<file path="config.mk">
export PLATFORM = sky130hd
export DESIGN_NAME = xbar_rr_arbiter_flat
export DESIGN_NICKNAME = d
export VERILOG_FILES = /design/src/rtl/xbar_rr_arbiter_pkg.sv /design/src/rtl/xbar_rr_arbiter_if.sv /design/src/rtl/xbar_rr_arbiter_rr_pick.sv /design/src/rtl/xbar_rr_arbiter.sv /design/src/flat_wrapper.sv
export SDC_FILE = /design/constraint.sdc
export NUM_CORES = 1
export LEC_CHECK = 0
export ABC_AREA = 1
export CORE_AREA = 4 4 136 138
export DETAILED_ROUTE_END_ITERATION = 12
export DIE_AREA = 0 0 140 142
export PLACE_DENSITY_LB_ADDON = 0.2
export REMOVE_ABC_BUFFERS = 1
export SLEW_MARGIN = 20
export SYNTH_ARGS = -nofsm -noshare
export SYNTH_HDL_FRONTEND = slang
export SYNTH_SLANG_ARGS = --single-unit
</file>
<file path="constraint.sdc">
create_clock -name clk -period 3.95 [get_ports clk]
set_input_delay 0.395 -clock clk [delete_from_list [all_inputs] [get_ports clk]]
set_output_delay 0.395 -clock clk [all_outputs]
set_load 0.03 [all_outputs]
</file>
<file path="src/rtl/xbar_rr_arbiter_pkg.sv">
// Shared constants and types for the crossbar round-robin arbiter.
// Bus field widths, FSM state encoding and the default watchdog limit.
package xbar_rr_arbiter_pkg;

    localparam int ADDR_W      = 32;
    localparam int DATA_W      = 32;
    localparam int WR_W        = 4;
    localparam int DEF_TIMEOUT = 255;

    typedef enum logic {
        ST_IDLE = 1'b0,
        ST_BUSY = 1'b1
    } state_e;

endpackage

</file>
<file path="src/rtl/xbar_rr_arbiter_if.sv">
// Bundle of master-side request/response and slave-side forwarded signals.
// The arbiter uses the slave modport; the environment drives through the master modport.
interface xbar_rr_arbiter_if #(
    parameter int NMASTERS = 3
);
    import xbar_rr_arbiter_pkg::*;

    logic [ADDR_W*NMASTERS-1:0] master_address;
    logic [DATA_W*NMASTERS-1:0] master_data_i;
    logic [WR_W*NMASTERS-1:0]   master_wr;
    logic [NMASTERS-1:0]        master_enable;
    logic [DATA_W-1:0]          master_data_o;
    logic [NMASTERS-1:0]        master_ready;
    logic [NMASTERS-1:0]        master_error;

    logic [ADDR_W-1:0]          slave_address;
    logic [DATA_W-1:0]          slave_data_o;
    logic [WR_W-1:0]            slave_wr;
    logic                       slave_enable;
    logic [DATA_W-1:0]          slave_data_i;
    logic                       slave_ready;
    logic                       slave_error;

    modport slave (
        input  master_address, master_data_i, master_wr, master_enable,
        input  slave_data_i, slave_ready, slave_error,
        output master_data_o, master_ready, master_error,
        output slave_address, slave_data_o, slave_wr, slave_enable
    );

    modport master (
        output master_address, master_data_i, master_wr, master_enable,
        output slave_data_i, slave_ready, slave_error,
        input  master_data_o, master_ready, master_error,
        input  slave_address, slave_data_o, slave_wr, slave_enable
    );

endinterface

</file>
<file path="src/rtl/xbar_rr_arbiter_rr_pick.sv">
// Round-robin picker: first requester scanning upward from last+1 (mod N).
// Latency: purely combinational.
// Backpressure: none; vld low when no request is present.
module rr_pick #(
    parameter int N     = 3,
    parameter int IDX_W = 2
) (
    input  logic [N-1:0]     req,
    input  logic [IDX_W-1:0] last,
    output logic [N-1:0]     gnt,
    output logic [IDX_W-1:0] idx,
    output logic             vld
);

    int               sum;
    logic [IDX_W-1:0] cand;

    always_comb begin
        gnt  = '0;
        idx  = '0;
        vld  = 1'b0;
        sum  = 0;
        cand = '0;
        // last itself is visited last, so a repeat requester yields to others
        for (int i = 1; i <= N; i++) begin
            sum = int'(last) + i;
            if (sum >= N) begin
                sum = sum - N;
            end
            cand = IDX_W'(sum);
            if (!vld && req[cand]) begin
                vld       = 1'b1;
                gnt[cand] = 1'b1;
                idx       = cand;
            end
        end
    end

endmodule

</file>
<file path="src/rtl/xbar_rr_arbiter.sv">
// Round-robin arbiter sharing one crossbar slave port, with a per-transaction watchdog.
// Latency: one IDLE cycle to grant, then slave response forwarded in the same cycle.
// Backpressure: requests are held until ready/error; watchdog forces an error after TIMEOUT_CYCLES.
module xbar_rr_arbiter
    import xbar_rr_arbiter_pkg::*;
#(
    parameter int NMASTERS       = 3,
    parameter int TIMEOUT_CYCLES = DEF_TIMEOUT,
    parameter int CNT_WIDTH      = 16
) (
    input  logic                clk,
    input  logic                rst,
    xbar_rr_arbiter_if.slave    bus,
    output logic [NMASTERS-1:0] grant,
    output logic                timeout_evt
);

    localparam int IDX_W = $clog2(NMASTERS);

    state_e                 state_q, state_d;
    logic [NMASTERS-1:0]    grant_q, grant_d;
    logic [IDX_W-1:0]       last_q, last_d;
    logic [CNT_WIDTH-1:0]   cnt_q, cnt_d;

    logic [NMASTERS-1:0]    pick_gnt;
    logic [IDX_W-1:0]       pick_idx;
    logic                   pick_vld;
    logic                   en_g;
    logic                   expire;
    logic                   hit;

    rr_pick #(
        .N     (NMASTERS),
        .IDX_W (IDX_W)
    ) u_rr_pick (
        .req  (bus.master_enable),
        .last (last_q),
        .gnt  (pick_gnt),
        .idx  (pick_idx),
        .vld  (pick_vld)
    );

    always_ff @(posedge clk or negedge rst) begin
        if (!rst) begin
            state_q <= ST_IDLE;
            grant_q <= '0;
            last_q  <= IDX_W'(NMASTERS - 1);
            cnt_q   <= '0;
        end else begin
            state_q <= state_d;
            grant_q <= grant_d;
            last_q  <= last_d;
            cnt_q   <= cnt_d;
        end
    end

    // AND-OR mux on the registered one-hot grant; all zero while idle
    always_comb begin
        bus.slave_address = '0;
        bus.slave_data_o  = '0;
        bus.slave_wr      = '0;
        for (int i = 0; i < NMASTERS; i++) begin
            if (grant_q[i]) begin
                bus.slave_address = bus.slave_address | bus.master_address[i*ADDR_W +: ADDR_W];
                bus.slave_data_o  = bus.slave_data_o  | bus.master_data_i[i*DATA_W +: DATA_W];
                bus.slave_wr      = bus.slave_wr      | bus.master_wr[i*WR_W +: WR_W];
            end
        end
    end

    assign en_g   = |(bus.master_enable & grant_q);
    assign expire = (cnt_q >= CNT_WIDTH'(TIMEOUT_CYCLES - 1));
    assign grant  = grant_q;

    always_comb begin
        state_d           = state_q;
        grant_d           = grant_q;
        last_d            = last_q;
        cnt_d             = cnt_q;
        hit               = 1'b0;
        timeout_evt       = 1'b0;
        bus.slave_enable  = 1'b0;
        bus.master_ready  = '0;
        bus.master_error  = '0;
        bus.master_data_o = '0;
        case (state_q)
            ST_IDLE: begin
                if (pick_vld) begin
                    state_d = ST_BUSY;
                    grant_d = pick_gnt;
                    last_d  = pick_idx;
                    cnt_d   = '0;
                end
            end
            ST_BUSY: begin
                bus.master_data_o = bus.slave_data_i;
                if (!en_g) begin
                    state_d = ST_IDLE;
                    grant_d = '0;
                    cnt_d   = '0;
                end else begin
                    // a real slave response in the expiry cycle beats the watchdog
                    hit              = bus.slave_ready | bus.slave_error;
                    timeout_evt      = expire & ~hit;
                    bus.slave_enable = ~timeout_evt;
                    if (bus.slave_ready) begin
                        bus.master_ready = grant_q;
                    end
                    if (bus.slave_error || timeout_evt) begin
                        bus.master_error = grant_q;
                    end
                    if (hit || expire) begin
                        state_d = ST_IDLE;
                        grant_d = '0;
                        cnt_d   = '0;
                    end else if (cnt_q != '1) begin
                        cnt_d = cnt_q + 1'b1;
                    end
                end
            end
            default: state_d = ST_IDLE;
        endcase
    end

endmodule

</file>
<file path="src/flat_wrapper.sv">
// flat-port wrapper written by rule: the top's interface ports become plain ports
module xbar_rr_arbiter_flat import xbar_rr_arbiter_pkg::*;
#(
    parameter int NMASTERS       = 3,
    parameter int TIMEOUT_CYCLES = DEF_TIMEOUT,
    parameter int CNT_WIDTH      = 16
)
  (clk, rst, grant, timeout_evt, bus_master_address, bus_master_data_i, bus_master_wr, bus_master_enable, bus_slave_data_i, bus_slave_ready, bus_slave_error, bus_master_data_o, bus_master_ready, bus_master_error, bus_slave_address, bus_slave_data_o, bus_slave_wr, bus_slave_enable);
  xbar_rr_arbiter_if #(.NMASTERS(NMASTERS)) bus_i ();
  input  logic clk;
  input  logic rst;
  output logic [NMASTERS-1:0] grant;
  output logic timeout_evt;
  input wire logic [$bits(bus_i.master_address)-1:0] bus_master_address;
  input wire logic [$bits(bus_i.master_data_i)-1:0] bus_master_data_i;
  input wire logic [$bits(bus_i.master_wr)-1:0] bus_master_wr;
  input wire logic [$bits(bus_i.master_enable)-1:0] bus_master_enable;
  input wire logic [$bits(bus_i.slave_data_i)-1:0] bus_slave_data_i;
  input wire logic [$bits(bus_i.slave_ready)-1:0] bus_slave_ready;
  input wire logic [$bits(bus_i.slave_error)-1:0] bus_slave_error;
  output wire logic [$bits(bus_i.master_data_o)-1:0] bus_master_data_o;
  output wire logic [$bits(bus_i.master_ready)-1:0] bus_master_ready;
  output wire logic [$bits(bus_i.master_error)-1:0] bus_master_error;
  output wire logic [$bits(bus_i.slave_address)-1:0] bus_slave_address;
  output wire logic [$bits(bus_i.slave_data_o)-1:0] bus_slave_data_o;
  output wire logic [$bits(bus_i.slave_wr)-1:0] bus_slave_wr;
  output wire logic [$bits(bus_i.slave_enable)-1:0] bus_slave_enable;
  assign bus_i.master_address = bus_master_address;
  assign bus_i.master_data_i = bus_master_data_i;
  assign bus_i.master_wr = bus_master_wr;
  assign bus_i.master_enable = bus_master_enable;
  assign bus_i.slave_data_i = bus_slave_data_i;
  assign bus_i.slave_ready = bus_slave_ready;
  assign bus_i.slave_error = bus_slave_error;
  assign bus_master_data_o = bus_i.master_data_o;
  assign bus_master_ready = bus_i.master_ready;
  assign bus_master_error = bus_i.master_error;
  assign bus_slave_address = bus_i.slave_address;
  assign bus_slave_data_o = bus_i.slave_data_o;
  assign bus_slave_wr = bus_i.slave_wr;
  assign bus_slave_enable = bus_i.slave_enable;
  xbar_rr_arbiter #(.NMASTERS(NMASTERS), .TIMEOUT_CYCLES(TIMEOUT_CYCLES), .CNT_WIDTH(CNT_WIDTH)) u_core (.clk(clk), .rst(rst), .bus(bus_i), .grant(grant), .timeout_evt(timeout_evt));
endmodule
</file>
==> impl_metrics.ini <==
[outcome]
status = completed

[power]
irDropWorstVdd_mv = 0.414
p_leak_nw = 3.07
power_density_mw_per_mm2 = 488

[sta]
post-route-period-util_pct = 71.8
slew_violations = 0
setup_tns_ps = 0
hold_viol_final = 0
fin_crit_ps = 2840
tightest_slew_ps = 939
max_freq_ghz = 0.353
fin_skew_ps = 3.94
slew_headroom_pct = 37.2
rsz0062_at_grt = false
finalSetupViolations = 0
holdWs_ps = 490

[cts]
clockRootBuffer = clkbuf_16
post_cts_resize_count = 0
cts.sinks = 22
cts_hold_buf = 0
numCtsBuffers = 3
clock_latency_ps = 250
cts.path.max_buffers = 2
cts_tree = built
cts_setup_buffers = 0
clk_pin_slew_ps = 60
htree_levels = 1

[place]
post-dp-hpwl_um = 15900
place_congestion = 0.858
io_buffers = 353

[routing]
dr.first_iter.drc_count = 197
drc = 0
detail-route-antenna-nets = 0
vias = 4757
via_per_inst = 4.17
drt-pass1-iter-count = 4
drt_wl_total_um = 19100
wl_per_cell_um = 16.8

[critical_path]
critPathRequiredTime_ps = 3560
cp_slowest_cell = dfrtp_2
r2r_end = u_core.grant[0]
path_cells = nand2_1 > nand3_2 > nand2_2 > inv_2 > nand2_1 > a21oi_1 > clkdlybuf4s50_1
cp_num_buf_inv = 2
worstReg2RegStart = u_core.last_q[1]
r2r_slack_ps = 1850
crit_path_start = u_core.grant[2]
cp_slowest_stage_delay_ps = 740
worstSetupEndpointType = primary output
ff2ff_path_depth = 10
cp-endpoint = bus_master_error[2]
path_delay_family = buffers and inverters
path_class = reg2out
path_depth = 7
path_max_fanout = 27
crit_path_start_kind = register
crit_path_frequent_cell = nand2_1
cp.arrival_ps = 2440

[synthesis]
yosysTopAreaCellShare_pct = 38.2
async_flop_share_pct = 100
synth_compound_area_share_pct = 1.63
synth-seq-cells = 22
syn_area_sq_mm = 0.00300
ys_types = 27
yosysMostFrequentCell = nand2_1
yosysTopAreaCell = nand2_1
synth_top_family_by_area = simple AND/OR/NAND/NOR gates
synth_common_cells = 305 x nand2_1, 96 x nand3_1, 55 x inv_1
synth_adder_area_share_pct = 3.34
syn_avg_cell_area_sq_um = 5.14
synth_ff_type = dfrtp_1
synthCells = 584
synth_warnings = 0
synth_edf_count = 0
yosys.area_share.simple_pct = 63.5
ys_seq_area_share_pct = 18.4
yosys-mux-area-fraction_pct = 0.334
yosys-top-cells-area = nand2_1 38%, dfrtp_1 18%, nand3_1 16%, inv_1 6.9%, nor2_1 3.9%
synth-xor-area-share_pct = 0.876

[global_routing]
met2_usage_pct = 29.9
antenna_found_initial = 3
grt_pass1_wl_um = 28300
use_met3_pct = 7.16
busiest_layer = met2
grt_use_total_pct = 18.0
overflow = 0
grt_max_degree = 49
grt_use_met1_pct = 21.9
grt_pass1_vias = 4766

[worst_hold_path]
min_path_type = reg2reg

[cells_and_area]
drive_gt1_share_pct = 3.82
antenna_cells = 0
num-nets-final = 1168
syn_to_final_growth_pct = 129

[floorplanning]
fp.dieH_um = 142
core-area_sq_mm = 0.0172
die_w_um = 140
die-area_sq_mm = 0.0199
initial_core_util_pct = 17.5
num_io_pins = 354
std_cell_rows = 48

[job]
cap_violations = 0
-- where the power goes --
part | switching, mW | total (mW) | internal [mW]
Sequential | 0.0709 | 0.328 | 0.257
Combinational | 1.67 | 2.74 | 1.07
Clock | 0.0764 | 0.277 | 0.201
Total | 1.82 | 3.35 | 1.53
-- worst min path at each step --
| stage | slack, ps | endpoint | from | cells after the start |
|---|---|---|---|---|
| floorplan | 100 | u_core.cnt_q[0] | rst | 0 |
| global placement | 470 | u_core.cnt_q[13] | u_core.cnt_q[13] | 2 |
| detailed placement | 480 | u_core.cnt_q[10] | u_core.cnt_q[10] | 2 |
| CTS | 490 | u_core.cnt_q[10] | u_core.cnt_q[10] | 2 |
| global route | 510 | u_core.cnt_q[13] | u_core.cnt_q[13] | 2 |
| finish | 490 | u_core.cnt_q[12] | u_core.cnt_q[12] | 2 |
-- cell usage in the layout (no fill, tap or decap), types with 5 or more instances in the layout --
cell type,Yosys,routed
nand2_2,5,5
ha_1,8,8
inv_1,55,55
nand3_2,6,6
nand3_1,96,96
nor2_1,31,31
nand2_1,305,305
a21oi_1,5,5
clkdlybuf4s50_1,0,353
dfrtp_1,21,18
-- kinds of logic after synthesis --
logic type	after synthesis
buffers and inverters	90
DFF	22
and+or+nand+nor	451
muxes	1
xor gates and xnor gates	3
AOI/OAI and AO/OA	9
adders and majority gates	8
-- cell type report --
class,count,area [sq um]
fillers,1852,10300
repair buffers,358,3600
multi-input cells,472,2090
flip-flops and latches,22,556
well taps,225,282
inverters,60,230
clock buffers,3,75.1
clock inverters,1,30.0
-- flip-flops by register name, indices dropped and copies added (netlist names) --
register        cells
u_core.last_q       2
u_core.grant        3
u_core.state_q      1
u_core.cnt_q       16
-- stage by stage --
stage	instance area (sq um)	util (%)	setup WS, ps	instances	power [mW]
global route	6860	39.9	908	1141	3.61
floorplan	2870	-	901	554	1.86
finish	6860	39.9	1110	1141	3.35
global placement	6750	39.3	1180	1137	3.10
detailed placement	6750	39.3	1150	1137	3.09
CTS	6860	39.9	1050	1141	3.39
-- worst register-to-register path, cell delays in order, from the launching register on --
cell	delay [ps]
dfstp_2	550
inv_1	80
ha_1	480
inv_4	100
nand3_2	110
nand3_2	110
nor2_4	150
nand3_4	160
nand2_2	140
nand2_1	60
nand2_1	80
-- metal layers --
| layer | vias to the layer above | part of all wire, % |
|---|---|---|
| li1 | 2462 | - |
| met1 | 2052 | 40 |
| met5 | - | 0.21 |
| met4 | 6 | 2.4 |
| met3 | 28 | 10 |
| met2 | 209 | 47 |
(Power assumes the default switching activity.)
